[config.mk]
export PLATFORM = sky130hd
export DESIGN_NAME = song_sequencer_flat
export DESIGN_NICKNAME = d
export VERILOG_FILES = /design/src/rtl/song_sequencer_if.sv /design/src/rtl/song_sequencer.sv /design/src/flat_wrapper.sv
export SDC_FILE = /design/constraint.sdc
export NUM_CORES = 1
export LEC_CHECK = 0
export BUFFER_PORTS_ARGS = -buffer_cell sky130_fd_sc_hd__buf_2
export CORE_MARGIN = 4
export CORE_UTILIZATION = 40
export DETAILED_ROUTE_END_ITERATION = 8
export HOLD_SLACK_MARGIN = 0.02
export RECOVER_POWER = 50
export SYNTH_ARGS = -nofsm -noshare
export SYNTH_HDL_FRONTEND = slang
export SYNTH_SLANG_ARGS = --single-unit
[constraint.sdc]
create_clock -name clk -period 2.1 [get_ports clk]
set_input_delay 0.42 -clock clk [delete_from_list [all_inputs] [get_ports clk]]
set_output_delay 0.42 -clock clk [all_outputs]
set_load 0.1 [all_outputs]
[src/rtl/song_sequencer_if.sv]
// Control/status bundle between the board's button logic and the song sequencer.
// The master side drives start/stop/loop; the sequencer returns note code, enable and status.
interface song_sequencer_if;
    logic       start;
    logic       stop;
    logic       loop;
    logic [3:0] v;
    logic       out;
    logic       busy;
    logic       done;
    logic [3:0] step;

    modport master (
        output start, stop, loop,
        input  v, out, busy, done, step
    );

    modport slave (
        input  start, stop, loop,
        output v, out, busy, done, step
    );
endinterface

[src/rtl/song_sequencer.sv]
// Steps through a fixed 16-entry {note, duration} table, timing notes in beat ticks
// and inserting silent gaps; stops or loops at the end-of-song marker.
module song_sequencer #(
    parameter int TICK_DIV  = 12_500_000,
    parameter int GAP_TICKS = 1
) (
    input  logic            clk,
    input  logic            reset,
    song_sequencer_if.slave bus
);
    localparam int TW = (TICK_DIV > 2) ? $clog2(TICK_DIV) : 1;
    localparam int GW = (GAP_TICKS > 2) ? $clog2(GAP_TICKS) : 1;
    localparam logic [TW-1:0] TICK_LAST = TW'(TICK_DIV - 1);
    localparam logic [GW-1:0] GAP_LAST  = GW'((GAP_TICKS > 0) ? GAP_TICKS - 1 : 0);

    typedef enum logic [1:0] {
        S_IDLE,
        S_LOAD,
        S_PLAY,
        S_GAP
    } state_t;

    state_t        state_q, state_d;
    logic [3:0]    step_q, step_d;
    logic [3:0]    v_q, v_d;
    logic          out_q, out_d;
    logic          busy_q, busy_d;
    logic          done_q, done_d;
    logic [3:0]    dur_cnt_q, dur_cnt_d;
    logic [TW-1:0] tick_cnt_q, tick_cnt_d;
    logic [GW-1:0] gap_cnt_q, gap_cnt_d;
    logic          wrap_q, wrap_d;

    logic [7:0]    entry;
    logic [3:0]    entry_note;
    logic [3:0]    entry_dur;
    logic          tick_wrap;

    // Song table: {note, dur}; dur = 0 marks the end of the song.
    always_comb begin
        entry = 8'h00;
        case (step_q)
            4'd0:    entry = 8'h12;
            4'd1:    entry = 8'h22;
            4'd2:    entry = 8'h32;
            4'd3:    entry = 8'h42;
            4'd4:    entry = 8'h52;
            4'd5:    entry = 8'h62;
            4'd6:    entry = 8'h72;
            4'd7:    entry = 8'h82;
            4'd8:    entry = 8'h84;
            4'd9:    entry = 8'h02;
            default: entry = 8'h00;
        endcase
    end

    assign entry_note = entry[7:4];
    assign entry_dur  = entry[3:0];
    assign tick_wrap  = (tick_cnt_q == TICK_LAST);

    always_comb begin
        state_d    = state_q;
        step_d     = step_q;
        v_d        = v_q;
        out_d      = out_q;
        done_d     = 1'b0;
        dur_cnt_d  = dur_cnt_q;
        tick_cnt_d = tick_cnt_q;
        gap_cnt_d  = gap_cnt_q;
        wrap_d     = wrap_q;

        case (state_q)
            S_IDLE: begin
                v_d   = 4'd0;
                out_d = 1'b0;
                if (bus.start && !bus.stop) begin
                    step_d  = 4'd0;
                    wrap_d  = 1'b0;
                    state_d = S_LOAD;
                end
            end

            S_LOAD: begin
                // Running off entry 15 counts as end of song just like a dur=0 marker.
                if (wrap_q || (entry_dur == 4'd0)) begin
                    wrap_d = 1'b0;
                    if (bus.loop) begin
                        step_d = 4'd0;
                    end else begin
                        done_d  = 1'b1;
                        state_d = S_IDLE;
                    end
                end else begin
                    v_d        = entry_note;
                    out_d      = (entry_note != 4'd0);
                    dur_cnt_d  = entry_dur;
                    tick_cnt_d = '0;
                    state_d    = S_PLAY;
                end
            end

            S_PLAY: begin
                tick_cnt_d = tick_wrap ? '0 : tick_cnt_q + TW'(1);
                if (tick_wrap) begin
                    dur_cnt_d = dur_cnt_q - 4'd1;
                    if (dur_cnt_q == 4'd1) begin
                        v_d   = 4'd0;
                        out_d = 1'b0;
                        if (GAP_TICKS > 0) begin
                            gap_cnt_d = '0;
                            state_d   = S_GAP;
                        end else begin
                            step_d  = step_q + 4'd1;
                            wrap_d  = (step_q == 4'd15);
                            state_d = S_LOAD;
                        end
                    end
                end
            end

            S_GAP: begin
                tick_cnt_d = tick_wrap ? '0 : tick_cnt_q + TW'(1);
                if (tick_wrap) begin
                    if (gap_cnt_q == GAP_LAST) begin
                        step_d  = step_q + 4'd1;
                        wrap_d  = (step_q == 4'd15);
                        state_d = S_LOAD;
                    end else begin
                        gap_cnt_d = gap_cnt_q + GW'(1);
                    end
                end
            end

            default: begin
                state_d = S_IDLE;
            end
        endcase

        // Abort overrides whatever the active state decided.
        if (bus.stop && (state_q != S_IDLE)) begin
            state_d    = S_IDLE;
            step_d     = 4'd0;
            v_d        = 4'd0;
            out_d      = 1'b0;
            done_d     = 1'b0;
            dur_cnt_d  = 4'd0;
            tick_cnt_d = '0;
            gap_cnt_d  = '0;
            wrap_d     = 1'b0;
        end

        busy_d = (state_d != S_IDLE);
    end

    always_ff @(posedge clk or posedge reset) begin
        if (reset) begin
            state_q    <= S_IDLE;
            step_q     <= 4'd0;
            v_q        <= 4'd0;
            out_q      <= 1'b0;
            busy_q     <= 1'b0;
            done_q     <= 1'b0;
            dur_cnt_q  <= 4'd0;
            tick_cnt_q <= '0;
            gap_cnt_q  <= '0;
            wrap_q     <= 1'b0;
        end else begin
            state_q    <= state_d;
            step_q     <= step_d;
            v_q        <= v_d;
            out_q      <= out_d;
            busy_q     <= busy_d;
            done_q     <= done_d;
            dur_cnt_q  <= dur_cnt_d;
            tick_cnt_q <= tick_cnt_d;
            gap_cnt_q  <= gap_cnt_d;
            wrap_q     <= wrap_d;
        end
    end

    assign bus.v    = v_q;
    assign bus.out  = out_q;
    assign bus.busy = busy_q;
    assign bus.done = done_q;
    assign bus.step = step_q;
endmodule

[src/flat_wrapper.sv]
// flat-port wrapper written by rule: the top's interface ports become plain ports
module song_sequencer_flat 
#(
    parameter int TICK_DIV  = 12_500_000,
    parameter int GAP_TICKS = 1
)
  (clk, reset, bus_start, bus_stop, bus_loop, bus_v, bus_out, bus_busy, bus_done, bus_step);
  song_sequencer_if bus_i ();
  input  logic clk;
  input  logic reset;
  input wire logic [$bits(bus_i.start)-1:0] bus_start;
  input wire logic [$bits(bus_i.stop)-1:0] bus_stop;
  input wire logic [$bits(bus_i.loop)-1:0] bus_loop;
  output wire logic [$bits(bus_i.v)-1:0] bus_v;
  output wire logic [$bits(bus_i.out)-1:0] bus_out;
  output wire logic [$bits(bus_i.busy)-1:0] bus_busy;
  output wire logic [$bits(bus_i.done)-1:0] bus_done;
  output wire logic [$bits(bus_i.step)-1:0] bus_step;
  assign bus_i.start = bus_start;
  assign bus_i.stop = bus_stop;
  assign bus_i.loop = bus_loop;
  assign bus_v = bus_i.v;
  assign bus_out = bus_i.out;
  assign bus_busy = bus_i.busy;
  assign bus_done = bus_i.done;
  assign bus_step = bus_i.step;
  song_sequencer #(.TICK_DIV(TICK_DIV), .GAP_TICKS(GAP_TICKS)) u_core (.clk(clk), .reset(reset), .bus(bus_i));
endmodule
==> impl_metrics.csv, run 1 <==
group,metric,value,unit
power,seq_power_share,0.480,
worst_setup_path,worst_r2r_path_depth,8,
worst_setup_path,rr_endpoint,"u_core.tick_cnt_q[13]",
sta,hold_violations,0,
place,place.port_buffers,15,
floorplan,i_o_pin_total,16,
floorplan,fp.dieW,91.1,microns
clock_tree,cts_htree_levels,2,
power,power.ir.vdd_worst,0.243,mV
final_layout,nets,364,
logic_synthesis,edff_count_synth,0,
worst_setup_path,crit_path_cell_trace,"inv_4 -> ha_4 -> o21bai_4 -> a21oi_4 -> o211ai_1 -> buf_4 -> or4_4 -> a21oi_2",
sta,finalSetupTns,0,ns
worst_setup_path,critical_path_arrival,2.28,ns
detailed_routing,violation_count_after_the_first_detailed_route_iteration,114,
detailed_routing,detail_route.first_pass.iterations,4,
detailed_routing,route.detailed.drc,0,
final_layout,layout-area-overhead-vs-synth,23.0,%
logic_synthesis,asyncSetResetFlopFracSynth,1.00,
clock_tree,clock_path_buffers,2,
status,outcome,"finished clean",
logic_synthesis,post_synth_instance_area,2760,sq um
sta,final_period_minus_worst_setup_slack,2.05,ns
detailed_routing,finalWirelength,6.99,mm
detailed_routing,detailroute.via_count,2457,
power,comb_power_share,0.218,
final_layout,insertedDiodeCount,0,
detailed_routing,vias_per_cell,5.75,
worst_setup_path,worst-setup-path-type,"register to register",
logic_synthesis,ys.warnings.count,0,
worst_setup_path,critical_path_required,2.33,ns
detailed_routing,antenna_violating_nets_post_route,0,
power,p_int,1260,uW
logic_synthesis,postSynthCellCount,293,
place,place_inst,415,
power,power.leakage,0.00147,uW
sta,maxSlewHeadroom,0.208,
logic_synthesis,yosys_most_used_dff,"sky130_fd_sc_hd__dfrtp_1",
floorplan,dieArea,8300,sq um
clock_tree,cts_buffers,5,
worst_setup_path,worst_r2r_startpoint,"u_core.bus.step[0]",
sta,worst_clock_skew,0.00564,ns
floorplan,initial_utilization,0.409,
power,total_power,1830,uW
floorplan,rows,30,
final_layout,finalNonFillerCells,427,
worst_setup_path,regToRegSetupSlack,0.05,ns
sta,crit_share_post_route,0.978,
run,cap_viol_max_count,0,
grt,grt_start_max_net_pins,27,
clock_tree,holdBufCountCts,0,
power,total_switching_power,573,uW
worst_setup_path,cp-start-kind,"register",
grt,antenna_found_initial,0,
grt,gr-total-overflow,0,
sta,finalMaxSlewViolations,0,
final_layout,postLayoutCoreUtil,0.503,
place,gp_congestion,0.910,
power,switching_fraction,0.313,
grt,wire_length_of_the_first_global_routing_pass,12.0,mm
sta,rsz_0062_raised_after_global_routing,"yes",
final_layout,layout-drive-gt1-share,0.282,
worst_setup_path,critical_path.max_stage_delay,0.52,ns
detailed_routing,routed_wire_length_per_instance,16.4,microns
place,dpl-instance-area,3230,sq um
grt,grt_pass1_vias,2525,
sta,maxClockFrequency,0.487,GHz
clock_tree,clock_insertion_delay_worst_skew,0.30,ns
floorplan,chipHeight,91.1,microns
logic_synthesis,number_of_nets_in_the_synthesized_netlist,311,
floorplan,core,6760,sq um
power,powerDensity,538,nW/um^2
logic_synthesis,avgSynthCellArea,9.43,sq um
grt,grt_usage,0.175,
final_layout,post-route-cell-area,3400,sq um
worst_setup_path,setup.worst_path.end_class,"register",
worst_setup_path,critical_path_peak_fanout,6,
sta,tightest_slew,1.19,ns
worst_setup_path,slowest_stage,"sky130_fd_sc_hd__dfrtp_4",
clock_tree,cts_root_buffer,"sky130_fd_sc_hd__clkbuf_8",
min_path,hold_class,"primary input to async pin",
power,clockPowerShare,0.302,
clock_tree,tritoncts_clock_tree,"built",
logic_synthesis,yosysUniqueCellTypes,67,
logic_synthesis,ys_seq_area_frac,0.380,
sta,setup_violations,0,
logic_synthesis,ys_ff_latch,42,
place,detailedPlacementHpwl,5.27,mm
clock_tree,clock_sinks,42,
clock_tree,clk_pin_slew_worst_paths,0.08,ns
[layer usage]
| metal | track usage | part of all wire | wire, microns | up-vias |
|---|---|---|---|---|
| li1 | - | - | - | 1200 |
| met1 | 0.221 | 0.47 | 3260 | 1215 |
| met2 | 0.301 | 0.50 | 3470 | 27 |
| met3 | 0.0298 | 0.021 | 146 | 15 |
| met4 | 0.0590 | 0.015 | 107 | 0 |
| met5 | 0 | 0 | 0 | - |
[power by group through the flow]
stage	registers (uW)	clock network [uW]	logic [uW]
floorplan	936	0	212
global placement	890	0	392
detailed placement	893	0	399
CTS	876	576	401
global route	881	610	441
finish	877	553	398
[worst max path at each step]
stage	start	cells past startpoint	endpoint
2_1_floorplan	u_core.bus.step[1]	8	u_core.tick_cnt_q[11]
3_3_place_gp	u_core.bus.step[0]	8	u_core.tick_cnt_q[13]
3_5_place_dp	u_core.bus.step[0]	8	u_core.tick_cnt_q[13]
4_1_cts	u_core.bus.step[0]	8	u_core.tick_cnt_q[13]
5_1_grt	u_core.bus.step[0]	8	u_core.tick_cnt_q[13]
6_report	u_core.bus.step[0]	8	u_core.tick_cnt_q[13]
[cell families (layout without fill, tap and decap cells)]
group,count (synthesis),in the layout,share of synthesized area
compound gates,80,80,0.213
xor+xnor,7,7,0.0222
fa+ha+maj,13,13,0.0589
buf+inv,26,80,0.0416
flops,42,42,0.380
mux,10,10,0.0385
simple gates,115,115,0.245
[synthesized netlist by cell type, types with 3 or more instances]
cell	count	area [sq um]
sky130_fd_sc_hd__dfrtp_1	42	1050
sky130_fd_sc_hd__nor3_1	5	25.0
sky130_fd_sc_hd__a21oi_1	23	115
sky130_fd_sc_hd__nand2_1	22	82.6
sky130_fd_sc_hd__o21ai_0	19	95.1
sky130_fd_sc_hd__and3_1	4	25.0
sky130_fd_sc_hd__mux2i_1	5	50.1
sky130_fd_sc_hd__o211ai_1	4	30.0
sky130_fd_sc_hd__o2111ai_1	3	26.3
sky130_fd_sc_hd__nand3_1	14	70.1
sky130_fd_sc_hd__xnor2_1	3	26.3
sky130_fd_sc_hd__or4_1	3	22.5
sky130_fd_sc_hd__and4_1	5	43.8
sky130_fd_sc_hd__ha_1	13	163
sky130_fd_sc_hd__buf_2	5	25.0
sky130_fd_sc_hd__nor2_1	23	86.3
sky130_fd_sc_hd__clkbuf_1	3	11.3
sky130_fd_sc_hd__xor2_1	4	35.0
sky130_fd_sc_hd__inv_1	15	56.3
sky130_fd_sc_hd__or3_1	9	56.3
sky130_fd_sc_hd__a2111oi_2	3	45.0
sky130_fd_sc_hd__mux2_1	3	33.8
sky130_fd_sc_hd__buf_4	3	22.5
sky130_fd_sc_hd__o31ai_1	3	22.5
sky130_fd_sc_hd__nand4_1	7	43.8
[worst max-delay path: cells and delay by family (launching register included)]
family | cells | cell delay [ns]
buffers and inverters | 2 | 0.28
AO/OA/AOI/OAI | 4 | 0.58
flip-flops | 1 | 0.52
adder cells (fa/ha/maj) | 1 | 0.14
AND/OR/NAND/NOR | 1 | 0.47
[sequential cells by signal, summed over array words and instances, names as in the netlist]
register,flops
u_core.tick_cnt_q,24
u_core.bus.step,4
u_core.bus.v,4
u_core.dur_cnt_q,4
u_core.state_q,2
u_core.bus.busy,1
u_core.bus.done,1
u_core.bus.out,1
u_core.wrap_q,1
[stage by stage]
step	setup WS [ns]	hold slack, ns
finish	0.0465	0.121
global route	-0.0310	0.149
CTS	0.0239	0.150
detailed placement	0.0575	0.477
global placement	0.0677	0.469
floorplan	0.00581	0.472
[area by class of cell]
| class | instances | area, sq um |
|---|---|---|
| clock buffers | 7 | 86.3 |
| clock inverters | 1 | 5.00 |
| fillers | 658 | 3360 |
| inverters | 15 | 61.3 |
| multi-input cells | 225 | 1660 |
| flip-flops and latches | 42 | 1060 |
| well taps | 80 | 100 |
| repair buffers | 57 | 428 |
[what timing repair did]
| action | 4_1_cts | 5_1_grt |
|---|---|---|
| setup buffers | 0 | 3 |
| setup endpoints to repair | 0 | 24 |
| hold endpoints to repair | 0 | 0 |
| resized for setup | 0 | 11 |
[cell usage in the layout, fill, tap and decap left out, types with 3 or more instances in the layout]
master / instances
sky130_fd_sc_hd__dfrtp_1: 38
sky130_fd_sc_hd__buf_4: 37
sky130_fd_sc_hd__nor2_1: 23
sky130_fd_sc_hd__a21oi_1: 22
sky130_fd_sc_hd__nand2_1: 22
sky130_fd_sc_hd__o21ai_0: 18
sky130_fd_sc_hd__nand3_1: 14
sky130_fd_sc_hd__inv_1: 11
sky130_fd_sc_hd__buf_2: 11
sky130_fd_sc_hd__ha_1: 10
sky130_fd_sc_hd__or3_1: 9
sky130_fd_sc_hd__nand4_1: 7
sky130_fd_sc_hd__clkbuf_8: 6
sky130_fd_sc_hd__and4_1: 5
sky130_fd_sc_hd__nor3_1: 5
sky130_fd_sc_hd__mux2i_1: 5
sky130_fd_sc_hd__o211ai_1: 4
sky130_fd_sc_hd__and3_1: 4
sky130_fd_sc_hd__xor2_1: 4
sky130_fd_sc_hd__clkbuf_2: 4
sky130_fd_sc_hd__o31ai_1: 3
sky130_fd_sc_hd__mux2_1: 3
sky130_fd_sc_hd__a2111oi_2: 3
sky130_fd_sc_hd__xnor2_1: 3
sky130_fd_sc_hd__o2111ai_1: 3
sky130_fd_sc_hd__ha_4: 3
(Power assumes the default switching activity.)
==> run 2, diff against run 1 <==
--- a/config.mk
+++ b/config.mk
@@ -5,7 +5,9 @@
 export SDC_FILE = /design/constraint.sdc
 export NUM_CORES = 1
 export LEC_CHECK = 0
+export ABC_CLOCK_PERIOD_IN_PS = 2100
 export BUFFER_PORTS_ARGS = -buffer_cell sky130_fd_sc_hd__buf_2
+export CORE_ASPECT_RATIO = 0.5
 export CORE_MARGIN = 4
 export CORE_UTILIZATION = 40
 export DETAILED_ROUTE_END_ITERATION = 8
==> run 2 against run 1 <==
Power grew 13%. Worst setup slack gained 0.028 ns. Via count shrank 0.94%. Non-clock buffer count shrank 4. Design area grew 1.2%. Clock power grew 41%. Global-route usage shrank 0.39 points. Clock-buffer cell count grew 1. Wire length shrank 2.7%. Die area grew 0.97%. Core utilization grew 1.0 points. Largest power group unchanged.
==> impl_metrics.csv, run 2 (synthesized netlist as in run 1, its figures left out) <==
group,metric,value,unit
status,outcome,"finished clean",
floorplan,rows,21,
grt,grt_pass1_vias,2399,
worst_setup_path,critical_path_required,2.31,ns
sta,final_period_minus_worst_setup_slack,2.03,ns
grt,gr-total-overflow,0,
final_layout,fillers,620,
detailed_routing,detail_route.first_pass.iterations,4,
worst_setup_path,critical_path_peak_fanout,11,
clock_tree,tritoncts_clock_tree,"built",
sta,rsz_0062_raised_after_global_routing,"yes",
clock_tree,cts_buffers,5,
power,power.ir.vdd_worst,0.257,mV
sta,maxSlewHeadroom,0.522,
sta,finalHoldWorstSlack,0.209,ns
worst_setup_path,worst-setup-path-type,"register to register",
sta,tightest_slew,0.717,ns
final_layout,layout-drive-gt1-share,0.283,
clock_tree,clock_path_buffers,2,
final_layout,layout_commonest_cell,"sky130_fd_sc_hd__dfrtp_1",
run,cap_viol_max_count,0,
detailed_routing,finalWirelength,6.81,mm
clock_tree,clock_sinks,42,
final_layout,sequential_cell_area,1060,sq um
clock_tree,cts_htree_levels,2,
final_layout,most-common-layout-cells,"38 x sky130_fd_sc_hd__dfrtp_1, 34 x sky130_fd_sc_hd__buf_4, 23 x sky130_fd_sc_hd__nor2_1, 22 x sky130_fd_sc_hd__a21oi_1, 22 x sky130_fd_sc_hd__nand2_1",
final_layout,nets,360,
final_layout,finalNonFillerCells,435,
floorplan,chipHeight,66.8,microns
final_layout,layout-area-overhead-vs-synth,24.4,%
floorplan,i_o_pin_total,16,
clock_tree,clock_insertion_delay_worst_skew,0.28,ns
sta,setup_violations,0,
sta,maxClockFrequency,0.494,GHz
power,total_power,2070,uW
sta,finalSetupTns,0,ns
place,place.port_buffers,15,
worst_setup_path,critical_path_arrival,2.24,ns
detailed_routing,vias_per_cell,5.60,
worst_setup_path,setup.worst_path.end_class,"register",
worst_setup_path,cp-start-kind,"register",
final_layout,insertedDiodeCount,0,
final_layout,area_used_by_multi_input_combinational_logic,1680,sq um
detailed_routing,antenna_violating_nets_post_route,0,
detailed_routing,route.detailed.drc,0,
grt,wire_length_of_the_first_global_routing_pass,11.7,mm
place,gp_congestion,0.844,
final_layout,top_reg_by_flops,"u_core.tick_cnt_q",
clock_tree,cts_root_buffer,"sky130_fd_sc_hd__clkbuf_16",
sta,finalMaxSlewViolations,0,
final_layout,largest_reg_flops,24,
place,detailedPlacementHpwl,5.15,mm
grt,grt_start_max_net_pins,28,
min_path,hold_class,"primary input to async pin",
detailed_routing,violation_count_after_the_first_detailed_route_iteration,130,
sta,setup_slack,0.0749,ns
grt,grt_usage,0.171,
power,power.leakage,0.00146,uW
detailed_routing,routed_wire_length_per_instance,15.6,microns
floorplan,fp.dieW,126,microns
floorplan,initial_utilization,0.413,
sta,hold_violations,0,
floorplan,dieArea,8380,sq um
place,post-place-ws,0.0639,ns
grt,antenna_found_initial,0,
power,powerDensity,602,nW/um^2
sta,worst_clock_skew,0.00627,ns
detailed_routing,detailroute.via_count,2434,
sta,crit_share_post_route,0.964,
floorplan,core,6700,sq um
place,place_inst,425,
clock_tree,clk_pin_slew_worst_paths,0.06,ns
==> run 2: cell count changes in the layout (fill, tap and decap cells not counted), moves of 3 or more <==
cell                        previous run  this run
sky130_fd_sc_hd__ha_4                  3         0
sky130_fd_sc_hd__a2111oi_4             0         3
sky130_fd_sc_hd__clkbuf_8              6         1
sky130_fd_sc_hd__buf_4                37        34
sky130_fd_sc_hd__a2111oi_2             3         0
sky130_fd_sc_hd__ha_2                  0         3
sky130_fd_sc_hd__clkbuf_16             0         5
==> run 2: critical path, stage by stage, from the launching register on <==
cell and delay, ns:
sky130_fd_sc_hd__dfrtp_4 0.47, sky130_fd_sc_hd__inv_2 0.07, sky130_fd_sc_hd__ha_2 0.20, sky130_fd_sc_hd__o21bai_4 0.09
sky130_fd_sc_hd__a21oi_4 0.20, sky130_fd_sc_hd__o211ai_1 0.11, sky130_fd_sc_hd__buf_4 0.20, sky130_fd_sc_hd__or4_4 0.49
sky130_fd_sc_hd__a21oi_2 0.14
==> run 2: worst paths after layout <==
path	slack, ns	end	depth (start not counted)	startpoint
setup reg to reg	0.07	u_core.tick_cnt_q[13]	8	u_core.bus.step[1]
hold / removal	0.21	u_core.bus.done	2	reset
hold reg to reg	0.51	u_core.bus.v[3]	1	u_core.bus.v[3]
max in group asynchronous	0.77	u_core.tick_cnt_q[18]	3	reset
min in group clk	0.36	u_core.bus.done	2	bus_loop
setup / recovery	0.07	u_core.tick_cnt_q[13]	8	u_core.bus.step[1]
==> run 2: metrics by stage <==
stage	instance area, sq um	utilization
after floorplan	2790	-
after global placement	3220	0.481
after detailed placement	3220	0.481
after CTS	3370	0.503
after global routing	3440	0.513
final	3440	0.513
==> run 2: cell type report <==
type                    instances  area share
multi-input cells             225       0.489
repair buffers                 53       0.110
flip-flops and latches         42       0.308
clock buffers                   8      0.0426
inverters                      15      0.0164
well taps                      92      0.0335
==> run 2: timing repair <==
item                                    CTS  global route
endpoints found under the setup margin    0            30
buffers inserted                          0             2
hold buffers                              0             0
resized for setup                         0            13
==> run 2: layer usage <==
layer | GRT usage | vias up | part of all wire
li1 | - | 1197 | -
met1 | 0.242 | 1177 | 0.49
met2 | 0.279 | 52 | 0.45
met3 | 0.0288 | 8 | 0.045
met4 | 0.0311 | 0 | 0.010
met5 | 0 | - | 0
==> run 2: report_power, final <==
part / leakage [uW] / internal [uW] / switching [uW]
clock network: 0.0000712 / 474 / 304
registers: 0.000573 / 846 / 30.5
logic: 0.000812 / 159 / 256
